$ cat config.mk
export PLATFORM = sky130hd
export DESIGN_NAME = mem_stage
export DESIGN_NICKNAME = d
export VERILOG_FILES = /design/src/rtl/mem_stage_pkg.sv /design/src/rtl/mem_load_ext.sv /design/src/rtl/mem_stage.sv
export SDC_FILE = /design/constraint.sdc
export NUM_CORES = 1
export LEC_CHECK = 0
export ABC_AREA = 1
export CAP_MARGIN = 30
export CORE_MARGIN = 5
export CORE_UTILIZATION = 25
export CTS_CLUSTER_DIAMETER = 50
export DETAILED_ROUTE_END_ITERATION = 8
export GPL_ROUTABILITY_DRIVEN = 1
export PLACE_DENSITY = 0.5
export SYNTH_ARGS = -nofsm -noshare
export SYNTH_HDL_FRONTEND = slang
export SYNTH_SLANG_ARGS = --single-unit
$ cat constraint.sdc
create_clock -name clk_in -period 3 [get_ports clk_in]
set_input_delay 0.6 -clock clk_in [delete_from_list [all_inputs] [get_ports clk_in]]
set_output_delay 0.6 -clock clk_in [all_outputs]
set_load 0.005 [all_outputs]
$ cat src/rtl/mem_stage_pkg.sv
// Shared inst short codes, FSM states and helpers for mem_stage.
// Codes 1..31 are non-memory ops with writeback; 32..39 are loads/stores.
package mem_stage_pkg;

  localparam int INST_CODE_W = 6;

  typedef logic [INST_CODE_W-1:0] inst_t;

  localparam inst_t instNOP   = 6'd0;
  localparam inst_t instLUI   = 6'd1;
  localparam inst_t instAUIPC = 6'd2;
  localparam inst_t instADD   = 6'd3;
  localparam inst_t instSUB   = 6'd4;
  localparam inst_t instAND   = 6'd5;
  localparam inst_t instOR    = 6'd6;
  localparam inst_t instXOR   = 6'd7;
  localparam inst_t instALU_LAST = 6'd31;

  localparam inst_t instLB  = 6'd32;
  localparam inst_t instLH  = 6'd33;
  localparam inst_t instLW  = 6'd34;
  localparam inst_t instLBU = 6'd35;
  localparam inst_t instLHU = 6'd36;
  localparam inst_t instSB  = 6'd37;
  localparam inst_t instSH  = 6'd38;
  localparam inst_t instSW  = 6'd39;

  typedef enum logic [1:0] {
    S_IDLE,
    S_ACCESS,
    S_DONE
  } mem_state_e;

  function automatic logic is_load(inst_t i);
    return i inside {instLB, instLH, instLW,
                     instLBU, instLHU};
  endfunction

  function automatic logic is_store(inst_t i);
    return i inside {instSB, instSH, instSW};
  endfunction

  function automatic logic is_mem(inst_t i);
    return is_load(i) || is_store(i);
  endfunction

  function automatic logic is_wb_alu(inst_t i);
    return (i != instNOP) && (i <= instALU_LAST);
  endfunction

  // Access size minus one, i.e. index of the last byte.
  function automatic logic [1:0] size_m1(inst_t i);
    logic [1:0] r;
    r = 2'd3;
    if (i inside {instLB, instLBU, instSB})
      r = 2'd0;
    else if (i inside {instLH, instLHU, instSH})
      r = 2'd1;
    return r;
  endfunction

endpackage

$ cat src/rtl/mem_load_ext.sv
// Load data extension: turns the assembled little-endian buffer into
// the writeback word. Ports: buf_i buffer, inst_i op code, data_o result.
module mem_load_ext
  import mem_stage_pkg::*;
(
  input  logic [31:0] buf_i,
  input  inst_t       inst_i,
  output logic [31:0] data_o
);

  always_comb begin
    data_o = 32'b0;
    case (inst_i)
      instLB:  data_o = {{24{buf_i[7]}}, buf_i[7:0]};
      instLBU: data_o = {24'b0, buf_i[7:0]};
      instLH:  data_o = {{16{buf_i[15]}}, buf_i[15:0]};
      instLHU: data_o = {16'b0, buf_i[15:0]};
      instLW:  data_o = buf_i;
      default: data_o = 32'b0;
    endcase
  end

endmodule

$ cat src/rtl/mem_stage.sv
// MEM stage: byte-serial loads/stores over the 8-bit mctl port.
// Ports: ex_mem bundle in, mctl req/ack port, mem_wb/forward/stall out.
module mem_stage
  import mem_stage_pkg::*;
#(
  parameter int INST_W = INST_CODE_W
) (
  input  logic              clk_in,
  input  logic              rst_n_in,
  input  logic              rdy_in,
  input  logic [4:0]        rd_address_in,
  input  logic [31:0]       rd_data_in,
  input  logic [INST_W-1:0] inst_in,
  input  logic [31:0]       mem_address_in,
  output logic              mctl_req,
  output logic              mctl_we,
  output logic [31:0]       mctl_addr,
  output logic [7:0]        mctl_wdata,
  input  logic              mctl_ack,
  input  logic [7:0]        mctl_rdata,
  output logic [4:0]        rd_address_out,
  output logic [31:0]       rd_data_out,
  output logic              mem_rd_done,
  output logic              stall_req
);

  mem_state_e        state_q, state_d;
  logic [1:0]        cnt_q, cnt_d;
  logic [31:0]       addr_q, addr_d;
  logic [31:0]       data_q, data_d;
  logic [31:0]       buf_q, buf_d;
  logic [4:0]        rd_q, rd_d;
  logic [INST_W-1:0] inst_q, inst_d;

  logic [4:0]  rda_hold_q;
  logic [31:0] rdd_hold_q;
  logic        done_hold_q;
  logic        stall_hold_q;

  logic        req_c, we_c;
  logic [31:0] addr_c;
  logic [7:0]  wdata_c;
  logic [4:0]  rda_c;
  logic [31:0] rdd_c;
  logic        done_c, stall_c;

  logic [31:0] ext_data;
  logic        last_byte;

  mem_load_ext u_ext (
    .buf_i  (buf_q),
    .inst_i (inst_q),
    .data_o (ext_data)
  );

  assign last_byte = (cnt_q == size_m1(inst_q));

  always_comb begin
    state_d = state_q;
    cnt_d   = cnt_q;
    addr_d  = addr_q;
    data_d  = data_q;
    buf_d   = buf_q;
    rd_d    = rd_q;
    inst_d  = inst_q;
    if (rdy_in) begin
      unique case (state_q)
        S_IDLE: begin
          if (is_mem(inst_in)) begin
            addr_d  = mem_address_in;
            data_d  = rd_data_in;
            rd_d    = rd_address_in;
            inst_d  = inst_in;
            cnt_d   = 2'd0;
            buf_d   = 32'b0;
            state_d = S_ACCESS;
          end
        end
        S_ACCESS: begin
          if (mctl_ack) begin
            if (is_load(inst_q))
              buf_d[{cnt_q, 3'b000} +: 8] = mctl_rdata;
            if (last_byte)
              state_d = S_DONE;
            else
              cnt_d = cnt_q + 2'd1;
          end
        end
        S_DONE:  state_d = S_IDLE;
        default: state_d = S_IDLE;
      endcase
    end
  end

  always_comb begin
    req_c   = 1'b0;
    we_c    = 1'b0;
    addr_c  = 32'b0;
    wdata_c = 8'b0;
    rda_c   = 5'b0;
    rdd_c   = 32'b0;
    stall_c = 1'b0;
    unique case (state_q)
      S_IDLE: begin
        if (is_mem(inst_in)) begin
          stall_c = 1'b1;
        end else begin
          if (is_wb_alu(inst_in))
            rda_c = rd_address_in;
          rdd_c = rd_data_in;
        end
      end
      S_ACCESS: begin
        req_c   = 1'b1;
        we_c    = is_store(inst_q);
        addr_c  = addr_q + {30'b0, cnt_q};
        wdata_c = data_q[{cnt_q, 3'b000} +: 8];
        stall_c = 1'b1;
      end
      S_DONE: begin
        if (is_load(inst_q)) begin
          rda_c = rd_q;
          rdd_c = ext_data;
        end
      end
      default: ;
    endcase
    done_c = (rda_c != 5'd0);
    // The pass-through path is combinational, so force it quiet
    // while reset is held.
    if (!rst_n_in) begin
      rda_c   = 5'b0;
      rdd_c   = 32'b0;
      done_c  = 1'b0;
      stall_c = 1'b0;
    end
  end

  assign mctl_req   = rdy_in & req_c;
  assign mctl_we    = we_c;
  assign mctl_addr  = addr_c;
  assign mctl_wdata = wdata_c;

  // While frozen, the pipeline-facing outputs replay the last
  // value seen with rdy_in high.
  assign rd_address_out = rdy_in ? rda_c   : rda_hold_q;
  assign rd_data_out    = rdy_in ? rdd_c   : rdd_hold_q;
  assign mem_rd_done    = rdy_in ? done_c  : done_hold_q;
  assign stall_req      = rdy_in ? stall_c : stall_hold_q;

  always_ff @(posedge clk_in or negedge rst_n_in) begin
    if (!rst_n_in) begin
      state_q <= S_IDLE;
      cnt_q   <= 2'd0;
      addr_q  <= 32'b0;
      data_q  <= 32'b0;
      buf_q   <= 32'b0;
      rd_q    <= 5'b0;
      inst_q  <= '0;
    end else begin
      state_q <= state_d;
      cnt_q   <= cnt_d;
      addr_q  <= addr_d;
      data_q  <= data_d;
      buf_q   <= buf_d;
      rd_q    <= rd_d;
      inst_q  <= inst_d;
    end
  end

  always_ff @(posedge clk_in or negedge rst_n_in) begin
    if (!rst_n_in) begin
      rda_hold_q   <= 5'b0;
      rdd_hold_q   <= 32'b0;
      done_hold_q  <= 1'b0;
      stall_hold_q <= 1'b0;
    end else if (rdy_in) begin
      rda_hold_q   <= rda_c;
      rdd_hold_q   <= rdd_c;
      done_hold_q  <= done_c;
      stall_hold_q <= stall_c;
    end
  end

endmodule
==> results of run 1 <==
## state kept, by name (all words and copies together), names as in the netlist, 2 cells and up
signal and cells:
addr_q 32, buf_q 32, cnt_q 2, data_q 32, inst_q 6, rd_q 5
rda_hold_q 5, rdd_hold_q 32, state_q 2
## placed cells by master (no fill, tap or decap), types with 11 or more instances in the layout
| master | synthesis | layout |
|---|---|---|
| nand2_1 | 474 | 460 |
| dfrtp_1 | 150 | 148 |
| clkdlybuf4s50_1 | 0 | 104 |
| nor2_1 | 116 | 91 |
| inv_1 | 90 | 87 |
| o21ai_0 | 102 | 85 |
| nand3_1 | 49 | 44 |
| buf_4 | 3 | 44 |
| dlygate4sd2_1 | 0 | 30 |
| nor2_4 | 4 | 17 |
| o21ai_1 | 2 | 17 |
| clkbuf_16 | 0 | 17 |
| nor3_1 | 27 | 16 |
| dlymetal6s2s_1 | 0 | 14 |
| nor2_2 | 1 | 13 |
| nor3_2 | 0 | 11 |
| buf_6 | 1 | 11 |
## metal layers
layer	track usage [%]	vias to the layer above	wire [microns]
li1	-	3972	-
met1	21.6	3698	13500
met2	27.6	228	13900
met3	3.82	41	1530
met4	4.68	2	694
met5	0	-	11
## cell type report
type / instances / area [sq um]
clock buffer: 18 / 439
fill: 3356 / 20000
clock inverter: 14 / 176
multi-input combinational: 844 / 4130
inverter: 94 / 362
tap: 402 / 503
timing repair buffer: 233 / 2280
sequential: 150 / 3760
## logic make-up (layout without fill, tap and decap cells)
kind of cell / Yosys count / count (layout) / synth area share, %
adders and majority gates: 7 / 7 / 1.18
and+or+nand+nor: 688 / 688 / 34.7
DFF: 150 / 150 / 46.8
AOI/OAI and AO/OA: 135 / 135 / 8.85
xor gates and xnor gates: 14 / 14 / 1.53
buffers and inverters: 140 / 359 / 6.95
## worst reg2reg max path: stages (launching register included)
cell	delay (ns)
dfrtp_2	0.41
buf_8	0.25
inv_1	0.13
buf_6	0.17
ha_1	0.39
nand2_1	0.07
nor2_1	0.45
nand3_1	0.12
o21ai_0	0.19
## power groups by stage
stage	Sequential, uW	Combinational, uW	Clock (uW)
finish	3190	4040	2280
global route	3270	4520	2430
CTS	3170	3860	2340
detailed placement	3180	3770	0
global placement	3180	3750	0
floorplan	3030	2110	0
## stage by stage
stage               cells  setup slack [ns]  hold slack (ns)
floorplan            1134             0.660            0.304
global placement     1709           -0.0996            0.444
detailed placement   1710            -0.102            0.441
CTS                  1750           -0.0220            0.395
global route         1755           -0.0736            0.415
finish               1755            0.0486            0.313
## worst min-delay path by stage
stage               from    endpoint  slack (ns)  cells after the start
2_1_floorplan   rst_n_in   addr_q[0]        0.30                      0
3_3_place_gp   inst_q[5]   inst_q[5]        0.44                      2
3_5_place_dp   inst_q[5]   inst_q[5]        0.44                      2
4_1_cts         rst_n_in  addr_q[26]        0.39                      2
5_1_grt         rst_n_in  addr_q[26]        0.41                      2
6_report        rst_n_in  addr_q[26]        0.31                      2
## timing repair
action	CTS	global route
endpoints found under the setup margin	75	48
resized for setup	114	116
setup buffers	8	5
pin swaps	19	26
hold endpoints to repair	0	0
==> results.cfg, run 1 <==
[timing]
setup_violations = 0
slew_violations = 0
fin_crit_sh_pct = 98.4
tightest_slew_ns = 0.881
relSlewSlack_pct = 41.3
finalClockSkew_ns = 0.0171
rsz0062_at_grt = true
final.setup.tns_ns = 0
max_freq_mhz = 339
fin_crit_ns = 2.95
finalHoldViolCount = 0

[synth]
syn_area_sq_um = 8030
synth_most_common_cell = nand2_1
synth_edf_count = 0
syn_inst = 1134
ys.flop_type = dfrtp_1
synth.top_cell.area_share_pct = 46.8
synth_warnings = 0
seq_area_frac_synth_pct = 46.8
synthArstFlopShare_pct = 100
synth-seq-cells = 150
yosysUniqueCellTypes = 33
synth_common_cells = nand2_1, dfrtp_1, nor2_1, o21ai_0, inv_1
synth.avg_cell_area_sq_um = 7.08
synth_nets = 1228
yosys.area.top_type = dfrtp_1
synthTopCellsByArea = dfrtp_1, nand2_1, o21ai_0

[floorplan]
fp-row-count = 65
core_area_sq_um = 31600
die_h_microns = 189
initial_utilization_pct = 25.4
dieArea_sq_um = 35800
die_w_microns = 189
num_io_pins = 168

[global_route]
groute.usage.overall_pct = 16.5
grt_max_degree = 151
grt_pass1_vias = 8362
grt_pass1_wl_microns = 47000
globalRoute.totalOverflow = 0
antenna_found_initial = 1

[detailed_routing]
wl_per_cell_microns = 16.8
wl_microns = 29600
ant_nets = 0
drc_errors = 0
first_pass_iters = 5
vias_per_cell = 4.52
vias = 7941
drt_iter0_drc = 525

[critical_path]
cp.required_ns = 2.40
critPathLaunch = cnt_q[1]
cp_slowest_stage_delay_ns = 0.53
worst_r2r_endpoint = buf_q[11]
cp.arrival_ns = 2.35
critical_path_class = register to primary output
crit_path_start_kind = register
timing.rr.start = cnt_q[0]
critPathTopFamily = buffers and inverters
path_max_fanout = 2
crit_path_end_kind = primary output
crit_chain = buf_6 > buf_8 > fa_2 > inv_1 > nor2_2 > clkdlybuf4s50_1
rrSetupSlack_ns = 0.71
ff2ff_path_depth = 8
cp_num_cells = 6
critPathBufInv = 4
cp-endpoint = mctl_addr[1]
slowest_stage = fa_2

[final_layout]
finalInstanceArea_sq_um = 11600
drive_gt1_share_pct = 14.9
area_growth_pct = 45.1
fin_nets = 1434
final_util_pct = 36.8
antenna_cells = 0

[clock_tree]
cts_tree = done
cts_hold_buffers = 0
clkSinkCount = 150
clockBufferDepth = 2
cts-root-buf = clkbuf_16
clk_latency_ns = 0.44
clkTransAtPathRegs_ns = 0.07
cts_made_buffers = 17
htreeDepth = 4

[power_and_ir_drop]
powerDensity_nw_per_um2 = 817
p_int_uw = 5520
clockPowerShare_pct = 24.0
ir_drop_mv = 0.369
power_leakage_uw = 0.00573
comb_power_share_pct = 42.5
power_frac_seq_pct = 33.6
total_power_uw = 9510
p_sw_uw = 4000
sw_frac_of_total_pct = 42.0

[place]
globalplace.congestion = 0.878
post-dp-hpwl_microns = 21500
port_buffers = 167
placed_area_sq_um = 10500

[run]
maxCapViolCount = 0

[worst_hold_path]
hold_path.class = primary input to asynchronous set/reset pin

[status]
status = complete, no violations
Power figures use the tool's default switching activity.
==> run 2, diff against run 1 <==
--- a/config.mk
+++ b/config.mk
@@ -13,6 +13,7 @@
 export DETAILED_ROUTE_END_ITERATION = 8
 export GPL_ROUTABILITY_DRIVEN = 1
 export PLACE_DENSITY = 0.5
+export SKIP_LAST_GASP = 1
 export SYNTH_ARGS = -nofsm -noshare
 export SYNTH_HDL_FRONTEND = slang
 export SYNTH_SLANG_ARGS = --single-unit
==> run 2 against run 1 <==
- critical path depth is 7 higher
- fmax down 1.4%
- routed wire length rose by 0.94%
- cell count increased by 0.28%
- sequential cell count unchanged
- core utilization is 0.24 points higher
- largest cell class unchanged
- setup slack worse by 0.043 ns
- combinational power grew 3%
- non-clock buffer count up 5
- critical endpoint is now mctl_addr[13]
==> results.cfg, run 2 (synthesis gave the netlist of run 1 again) <==
[critical_path]
cp.required_ns = 2.40
slowest_stage = dfrtp_1
critPathBufInv = 5
cp_slowest_stage_delay_ns = 0.38
critical_path_class = register to primary output
cp.arrival_ns = 2.39
critPathTopFamily = buffers and inverters
crit_chain = buf_4 > ha_4 > nand2_4 > a21oi_4 > inv_2 > nor2_4 > nand2_4 > nor2_4 > buf_6 > buf_6 > xor2_1 > nor2_1 > buf_2
path_max_fanout = 3
crit_path_end_kind = primary output
rrSetupSlack_ns = 0.69
crit_path_start_kind = register

[final_layout]
drive_gt1_share_pct = 15.3
finalInstanceArea_sq_um = 11700
final_common_cell = nand2_1
area_growth_pct = 46.0
antenna_cells = 0
fin_nets = 1439
layout_common_cells = nand2_1, dfrtp_1, clkdlybuf4s50_1

[floorplan]
die_w_microns = 189
core_area_sq_um = 31600
fp-row-count = 65
dieArea_sq_um = 35800
num_io_pins = 168
die_h_microns = 189
initial_utilization_pct = 25.4

[global_route]
antenna_found_initial = 1
grt_use_met3_pct = 3.82
groute.usage.overall_pct = 16.5
grt_pass1_vias = 8362
use_met1_pct = 21.6
grt_util_met2_pct = 27.6
top_usage_layer = met2
grt_pass1_wl_microns = 47000
globalRoute.totalOverflow = 0
grt_max_degree = 151

[timing]
slew_violations = 0
setup_violations = 0
hold_ws_ns = 0.314
final.setup.tns_ns = 0
finalHoldViolCount = 0
fin_crit_ns = 2.99
fin_crit_sh_pct = 99.8
finalClockSkew_ns = 0.0170
relSlewSlack_pct = 41.9
rsz0062_at_grt = true
tightest_slew_ns = 0.872
max_freq_mhz = 334

[detailed_routing]
drc_errors = 0
wl_microns = 29800
vias_per_cell = 4.52
vias = 7959
first_pass_iters = 6
wl_per_cell_microns = 17.0
drt_iter0_drc = 546
ant_nets = 0

[power_and_ir_drop]
powerDensity_nw_per_um2 = 820
ir_drop_mv = 0.369
power_leakage_uw = 0.00580

[clock_tree]
htreeDepth = 4
clkTransAtPathRegs_ns = 0.07
cts_tree = done
cts_hold_buffers = 0
clk_latency_ns = 0.44
clkSinkCount = 150
cts-root-buf = clkbuf_16
clockBufferDepth = 2
cts_made_buffers = 17

[run]
maxCapViolCount = 0

[worst_hold_path]
hold_path.class = primary input to asynchronous set/reset pin

[place]
post-dp-hpwl_microns = 21500
globalplace.congestion = 0.878
placed_area_sq_um = 10500
port_buffers = 167

[status]
status = complete, no violations
-- run 2: worst register-to-register path: stages (launching register included) --
cell     delay, ns
dfrtp_2       0.42
buf_8         0.26
inv_1         0.13
buf_6         0.17
ha_1          0.39
nand2_1       0.07
nor2_1        0.47
nand3_1       0.12
o21ai_0       0.20
-- run 2: worst paths after layout --
| kind | startpoint | endpoint | cells past startpoint |
|---|---|---|---|
| worst min register to register | inst_q[5] | inst_q[5] | 2 |
| min in group clk_in | inst_q[5] | inst_q[5] | 2 |
| max in group asynchronous | rst_n_in | cnt_q[0] | 2 |
| worst max register to register | cnt_q[0] | buf_q[11] | 8 |
| worst min-delay path | rst_n_in | addr_q[26] | 2 |
| worst max-delay path | cnt_q[1] | mctl_addr[13] | 13 |
-- run 2: timing repair --
action | CTS | global route
gates cloned | 0 | 1
hold endpoints to repair | 0 | 0
resized for setup | 103 | 114
buffers inserted | 8 | 9
pin swaps | 19 | 26
setup endpoints to repair | 75 | 55
-- run 2: cell type report --
class | instances | area [sq um]
inverters | 94 | 362
flip-flops and latches | 150 | 3760
well taps | 402 | 503
clock inverters | 14 | 176
fillers | 3352 | 19900
clock buffers | 18 | 439
repair buffers | 238 | 2360
multi-input cells | 844 | 4130
-- run 2: layer usage --
| metal | part of all wire (%) | vias up | wire [microns] |
|---|---|---|---|
| li1 | - | 3980 | - |
| met5 | 0.037 | - | 11 |
| met2 | 47 | 239 | 14000 |
| met4 | 2.3 | 2 | 698 |
| met3 | 5.2 | 38 | 1560 |
| met1 | 46 | 3700 | 13600 |
-- run 2: power by group --
part | switching, uW | leakage, uW | internal (uW) | total (uW)
clock network | 1060 | 0.000303 | 1230 | 2290
logic | 2470 | 0.00354 | 1670 | 4150
registers | 495 | 0.00196 | 2690 | 3180
-- run 2: stage by stage --
step,util [%],setup slack [ns],instances,total power [uW]
after detailed placement,33.2,-0.102,1710,6940
after floorplan,-,0.660,1134,5140
after global placement,33.1,-0.0996,1709,6930
final,37.1,0.00572,1760,9610
after global routing,37.1,-0.205,1760,10300
after CTS,35.9,-0.127,1750,9380
